$ cat src/rtl/portal_burst_sched.sv
`default_nettype none
// ============================================================================
// Module   : portal_burst_sched
// Purpose  : Arbitrates AXI-style read (AR) and write (AW/W) burst requests
//            onto the single shared portal register port. Only one burst is
//            active at a time. Reads and writes are granted round-robin. Each
//            granted burst is expanded into single-word register accesses.
//            Read beats are returned on R, and one B response is returned per
//            write burst.
// Ports    : CLK/nRST                clock, synchronous active-low reset
//            ar_*                    read burst request (addr, len-1, id)
//            aw_* / w_*              write burst request and write data beats
//            reg_*                   shared register port (valid/ready)
//            r_*                     read data beat (single-entry register)
//            b_*                     write response (single-entry register)
// Revision : 1.0  initial release
// ============================================================================
module portal_burst_sched #(
  parameter int ADDR_WIDTH = 13,
  parameter int ID_WIDTH   = 6,
  parameter int DATA_WIDTH = 32
) (
  input  logic                  CLK,
  input  logic                  nRST,
  input  logic                  ar_valid,
  input  logic [ADDR_WIDTH-1:0] ar_addr,
  input  logic [3:0]            ar_len,
  input  logic [ID_WIDTH-1:0]   ar_id,
  output logic                  ar_ready,
  input  logic                  aw_valid,
  input  logic [ADDR_WIDTH-1:0] aw_addr,
  input  logic [3:0]            aw_len,
  input  logic [ID_WIDTH-1:0]   aw_id,
  output logic                  aw_ready,
  input  logic                  w_valid,
  input  logic [DATA_WIDTH-1:0] w_data,
  output logic                  w_ready,
  output logic                  reg_valid,
  output logic                  reg_write,
  output logic [ADDR_WIDTH-1:0] reg_addr,
  output logic [DATA_WIDTH-1:0] reg_wdata,
  input  logic                  reg_ready,
  input  logic [DATA_WIDTH-1:0] reg_rdata,
  output logic                  r_valid,
  output logic [DATA_WIDTH-1:0] r_data,
  output logic [ID_WIDTH-1:0]   r_id,
  output logic                  r_last,
  input  logic                  r_ready,
  output logic                  b_valid,
  output logic [ID_WIDTH-1:0]   b_id,
  input  logic                  b_ready
);

  typedef enum logic [1:0] {
    IDLE = 2'd0,
    RD   = 2'd1,
    WR   = 2'd2
  } state_t;

  state_t                state;
  logic [ADDR_WIDTH-1:0] addr;
  logic [4:0]            remain;
  logic [ID_WIDTH-1:0]   id;
  logic                  prio;   // 0: read favoured, 1: write favoured

  logic grant_rd;
  logic grant_wr;
  logic r_free;
  logic rd_hs;
  logic wr_hs;
  logic last_beat;

  // A read wins when it is alone, when it has priority, or when a write
  // cannot be taken because the B slot is still occupied. Gating with nRST
  // keeps the ready outputs low while reset is held.
  always_comb begin
    grant_rd = 1'b0;
    grant_wr = 1'b0;
    if (state == IDLE && nRST) begin
      if (ar_valid && (!aw_valid || !prio || b_valid))
        grant_rd = 1'b1;
      else if (aw_valid && !b_valid)
        grant_wr = 1'b1;
    end
  end

  assign ar_ready  = grant_rd;
  assign aw_ready  = grant_wr;

  // A read access is only issued when its result has somewhere to go.
  assign r_free    = !r_valid || r_ready;
  assign reg_valid = (state == RD) ? r_free :
                     (state == WR) ? w_valid : 1'b0;
  assign reg_write = (state == WR);
  assign reg_addr  = {addr[ADDR_WIDTH-1:2], 2'b00};
  assign reg_wdata = (state == WR) ? w_data : '0;
  assign rd_hs     = (state == RD) && r_free && reg_ready;
  assign wr_hs     = (state == WR) && w_valid && reg_ready;
  assign w_ready   = wr_hs;
  assign last_beat = (remain == 5'd1);

  always_ff @(posedge CLK) begin
    if (!nRST) begin
      state   <= IDLE;
      addr    <= '0;
      remain  <= '0;
      id      <= '0;
      prio    <= 1'b0;
      r_valid <= 1'b0;
      r_data  <= '0;
      r_id    <= '0;
      r_last  <= 1'b0;
      b_valid <= 1'b0;
      b_id    <= '0;
    end else begin
      // Consumer handshakes free the slots; a load below overrides the clear.
      if (r_valid && r_ready) r_valid <= 1'b0;
      if (b_valid && b_ready) b_valid <= 1'b0;

      case (state)
        IDLE: begin
          if (grant_rd) begin
            addr   <= ar_addr;
            remain <= {1'b0, ar_len} + 5'd1;
            id     <= ar_id;
            prio   <= 1'b1;
            state  <= RD;
          end else if (grant_wr) begin
            addr   <= aw_addr;
            remain <= {1'b0, aw_len} + 5'd1;
            id     <= aw_id;
            prio   <= 1'b0;
            state  <= WR;
          end
        end
        RD: begin
          if (rd_hs) begin
            r_valid <= 1'b1;
            r_data  <= reg_rdata;
            r_id    <= id;
            r_last  <= last_beat;
            addr    <= addr + ADDR_WIDTH'(4);
            remain  <= remain - 5'd1;
            if (last_beat) state <= IDLE;
          end
        end
        WR: begin
          if (wr_hs) begin
            addr   <= addr + ADDR_WIDTH'(4);
            remain <= remain - 5'd1;
            if (last_beat) begin
              b_valid <= 1'b1;
              b_id    <= id;
              state   <= IDLE;
            end
          end
        end
        default: state <= IDLE;
      endcase
    end
  end

endmodule
`default_nettype wire

$ cat config.mk
export PLATFORM = sky130hd
export DESIGN_NAME = portal_burst_sched
export DESIGN_NICKNAME = d
export VERILOG_FILES = /design/src/rtl/portal_burst_sched.sv
export SDC_FILE = /design/constraint.sdc
export NUM_CORES = 1
export LEC_CHECK = 0
export BUFFER_PORTS_ARGS = -buffer_cell sky130_fd_sc_hd__buf_2
export CORE_MARGIN = 2
export CORE_UTILIZATION = 39
export DETAILED_ROUTE_END_ITERATION = 6
export PLACE_DENSITY = 0.76
export SLEW_MARGIN = 30
export SYNTH_ARGS = -nofsm -noshare
export SYNTH_HDL_FRONTEND = slang
export SYNTH_SLANG_ARGS = --single-unit
export TNS_END_PERCENT = 50
$ cat constraint.sdc
create_clock -name CLK -period 2.2 [get_ports CLK]
set_input_delay 0.22 -clock CLK [delete_from_list [all_inputs] [get_ports CLK]]
set_output_delay 0.22 -clock CLK [all_outputs]
set_load 0.01 [all_outputs]
# == Yosys cells after proc, flatten, opt, wreduce, memory -nomap -nowiden ==
# Index checks and enable logic that the tools add are counted.
# op_classes
mux,35
n_addsub,4
n_eq_ne,6
n_reduce_logical,24
# op_table
operator,n
$mux 13,4
$pmux 13 s3,1
$mux 32,1
$mux 5,4
$mux 1,16
$pmux 5 s3,1
$add 13x3->13 const B,1
$mux 6,2
$add 4x1->5 const B,2
$mux 2,5
$logic_and 1x1->1,9
$pmux 2 s3,1
$reduce_and 3->1,2
$eq 5x1->1 const B,1
$sub 5x1->5 const B,1
$logic_not 1->1,4
$ne 2x2->1 const B,2
$reduce_and 2->1,2
$reduce_and 4->1,1
$logic_or 1x1->1,3
$ne 3x3->1 const B,1
$reduce_bool 3->1,1
$eq 2x1->1 const B,1
$eq 2x2->1 const B,1
2 further kinds,2
# word_totals
reg_bits,74
output_inout_bits,97
wordCells,80

# == Depth between registers and ports, before layout ==
# depth
word_depth,9
depth_mapped,12
depth_no_buf,11

# == Least setup slack after synthesis ==
# No wires, ideal clock.
# synth_timing
path_kind,flip-flop to flip-flop
start,reg state[0]
end,reg remain[1]
required_ns,2.114
period_less_slack_ns,2.084
path_slack_ns,0.116
t_arrival_ns,1.999
setup_ns,0.086
path_stages_with_launch,13
cell_sequence,dfxtp_1 -> inv_1 -> ha_1 -> nand4_4 -> buf_2 -> buf_2 -> nand2_1 -> nand2_1 -> ha_1 -> nand2_1 -> o21ai_0 -> nor2_1 -> a211oi_1
# synth_via
elab_chain_cells,5
# synth_lines
element,line,text
"start, declared",60,state_t state;
"start signal, assigned",104,state <= IDLE;
"start signal, assigned",127,state <= RD;
"start signal, assigned",133,state <= WR;
"$logic_not 2->1, or another cell as far along","79, 120",
"$logic_and 1x1->1, on equally long branches","79, 97, 98",
"$mux 1, or another cell as far along",79,if (state == IDLE && nRST) begin
"$ne 3x3->1 (no line), or another cell as far along",n/a,
$reduce_and 4->1 (no line) / $pmux 5 s3 (equally long branches),n/a,
"end signal, assigned",124,"remain <= {1'b0, ar_len} + 5'd1;"
"end signal, assigned",130,"remain <= {1'b0, aw_len} + 5'd1;"
"end signal, assigned",143,remain <= remain - 5'd1;
"end, declared",62,logic [4:0] remain;
# Several ways; a longest one is shown, not always the timed one.
# A chain may end at the register's enable or synchronous reset.

# == Worst setup path in the final report ==
# layout_timing
start,reg state[0]
end,reg addr[2]
# layout_via
elab_chain_cells,5
# layout_lines
element,line,text
"$logic_not 2->1, or another cell as far along","79, 120",
"$logic_and 1x1->1, on equally long branches","79, 97, 98",
"$mux 1, or another cell as far along",79,
"$ne 3x3->1 (no line), or another cell as far along",n/a,
$reduce_and 4->1 (no line) / $pmux 13 s3 (equally long branches),n/a,
"end signal, assigned",123,addr <= ar_addr;
"end signal, assigned",129,addr <= aw_addr;
"end signal, assigned",142,addr <= addr + ADDR_WIDTH'(4);
"end, declared",61,logic [ADDR_WIDTH-1:0] addr;
# Several ways; a longest one is shown, not always the timed one.

==> impl_metrics.yaml <==
clocking:
  cts_made_buffers: 9
  clkSinkCount: 72
  clk_latency_ns: 0.34
  htreeDepth: 3
  cts_tree: "built"
  hold_buffers: 0
  clockBufferDepth: 2
  clk_pin_slew_ns: 0.09
  root_buffer: "clkbuf_8"
setup_path:
  critPathMaxFanout: 7
  worst-setup-path-type: "reg -> reg"
  end_kind: "flip-flop"
  rrSetupSlack_ns: 0.19
  start_kind: "flip-flop"
  critPathArrivalTime_ns: 2.27
  required_ns: 2.46
sta:
  tns_ns: 0
  fin_worst_skew_ns: 0.01187
  fin_crit_sh_pct: 91.21
  slew_headroom_pct: 53.97
  fmax_mhz: 498.3
  tightest_slew_ns: 0.6898
  rsz0062_at_grt: "no"
  setup_viol: 0
  hold_viol: 0
  period_minus_slack_ns: 2.007
  drv_slew: 0
power:
  pwr-share-seq_pct: 36.5
  fin_total_pwr_uw: 4771
  p_leak_uw: 0.002359
  powerDensity_nw_per_um2: 976.5
  ir_worst_vdd_mv: 0.4179
  clock_power_share_pct: 19.4
  internal_power_uw: 2830
  combPwrFrac_pct: 44.1
  switching_share_pct: 40.68
  switchingPower_uw: 1941
yosys:
  yosysSeqAreaShare_pct: 40.21
  netlist_instances: 457
  ys.flop_type: "dfxtp_1"
  synthDistinctLibCells: 53
  ys_seq_elements: 72
  syn_avg_cell_area_um2: 7.844
  synth_compound_area_share_pct: 16.09
  synth-edff-count: 0
  synth.most_common_cell: "nand2_1"
  synth_common_cells: "nand2_1, dfxtp_1, a21oi_1"
  syn-cell-area_um2: 3585
  post-synth-top-area-fraction_pct: 40.21
  synthArstFlopShare_pct: 0
  yosysWarnings: 0
  yosys.area.top_type: "dfxtp_1"
  synth_area_leaders: "dfxtp_1, nand2_1, a21oi_1, and2_1, mux2i_1"
  muxShareOfSynthArea_pct: 6.143
  synth_fa_ha_area_share_pct: 2.792
  synth_top_family_by_area: "simple AND/OR/NAND/NOR gates"
  synth_xor_area_share_pct: 0.7330
  yosys.area_share.simple_pct: 29.11
detailed_routing:
  firstDrtPassIters: 4
  wl_um: 11110
  via_per_inst: 5.135
  num_vias: 3949
  antenna_left: 0
  drc_errors: 0
  wl_per_cell_um: 14.45
  drtIter0Drc: 169
outcome:
  outcome: "finished clean"
floorplan:
  rows: 34
  io_pins: 215
  initial_core_util_pct: 40.71
  die_y_um: 99.87
  dieArea_um2: 9974
  core-area_um2: 8806
  dieWidth_um: 99.87
place:
  io_buffers: 208
  dpl.cell_count: 753
  gp_congestion: 0.9246
  dp_hpwl_um: 8565
layout:
  antenna_cells: 0
  instances_no_fill: 769
  areaGrowthSynthToFinish_pct: 36.30
  drive_gt1_share_pct: 37.82
  fin_nets: 782
global_routing:
  antenna_found_initial: 0
  grt_pass1_vias: 3557
  grt_pass1_wl_um: 16910
  grtUsageTotal_pct: 21.32
  grt_max_degree: 66
  grt.overflow.total: 0
flow_run:
  drv_cap: 0
min_path:
  hold_class: "in -> reg"
[power by group through the flow]
stage | sequential, µW | combinational [µW] | clock [µW]
floorplan | 1770 | 1340 | 0
global placement | 1750 | 2030 | 0
detailed placement | 1770 | 2100 | 0
CTS | 1740 | 2100 | 956
global route | 1770 | 2330 | 1020
finish | 1740 | 2100 | 926
[state kept, by name, summed over array words and instances, names as in the netlist, 2 cells and up]
name    cells
id          6
r_data     32
remain      5
addr       11
state       2
r_id        6
b_id        6
[metrics by stage]
stage	setup slack [ns]	utilization (%)	cell area, µm²	hold slack, ns
after floorplan	0.1157	-	3588	0.3560
after global placement	0.1578	53.48	4710	0.4389
after detailed placement	0.07073	53.48	4710	0.4432
after CTS	0.07071	55.44	4882	0.09093
after global routing	0.02526	55.48	4886	0.09488
final	0.1934	55.48	4886	0.1081
[routing by layer]
metal	vias up	wire [µm]	track usage (%)
li1	1949	-	-
met1	1815	4349	23.95
met2	172	5885	40.33
met3	13	692	3.343
met4	0	182	8.008
met5	-	0	0
[worst max-delay path: stages (launching register included)]
cell and delay (ns):
dfxtp_1 0.38, inv_1 0.08, ha_1 0.21, a21boi_0 0.14, nor2_1 0.21, nand3_2 0.20, or4_1 0.54, a31oi_1 0.16
[final timing paths]
path,startpoint,cells past startpoint,to
max,state[0],7,addr[2]
min,reg_rdata[22],3,r_data[22]
max reg2reg,state[0],7,addr[2]
min reg2reg,r_data[19],2,r_data[19]
[what timing repair did]
item | CTS | global route
endpoints found under the setup margin | 0 | 9
resized for setup | 0 | 2
buffers inserted | 0 | 0
[layout make-up]
cell class                      count  area (µm²)
Clock buffer                       10       127.6
Clock inverter                      6       45.04
Fill cell                         849        3920
Inverter                           12       47.55
Multi-Input combinational cell    344        1981
Sequential cell                    72        1441
Tap cell                          108       135.1
Timing Repair Buffer              217        1109
[cells in the final DEF (no fill, tap or decap), types with 4 or more instances in the layout]
cell type  count
inv_1         10
mux2_2         4
dfxtp_1       72
buf_4          9
ha_1           7
buf_2        208
clkbuf_8       9
a211oi_1       5
nand3_1       12
o21ai_0       13
a21oi_1       52
nand2b_1       7
o22ai_1        8
and2_1        33
nor2_1        22
nand2_1      106
nor3_1        11
mux2i_1       16
[cell families (layout without fill, tap and decap cells)]
family                   Yosys count  count (layout)
AO/OA/AOI/OAI                     96              96
adder cells (fa/ha/maj)            8               8
XOR/XNOR                           3               3
other                              1               2
multiplexers                      21              21
buffers and inverters             42             245
flip-flops                        72              72
AND/OR/NAND/NOR                  214             214
No activity file was read; power rests on OpenSTA's default activity.
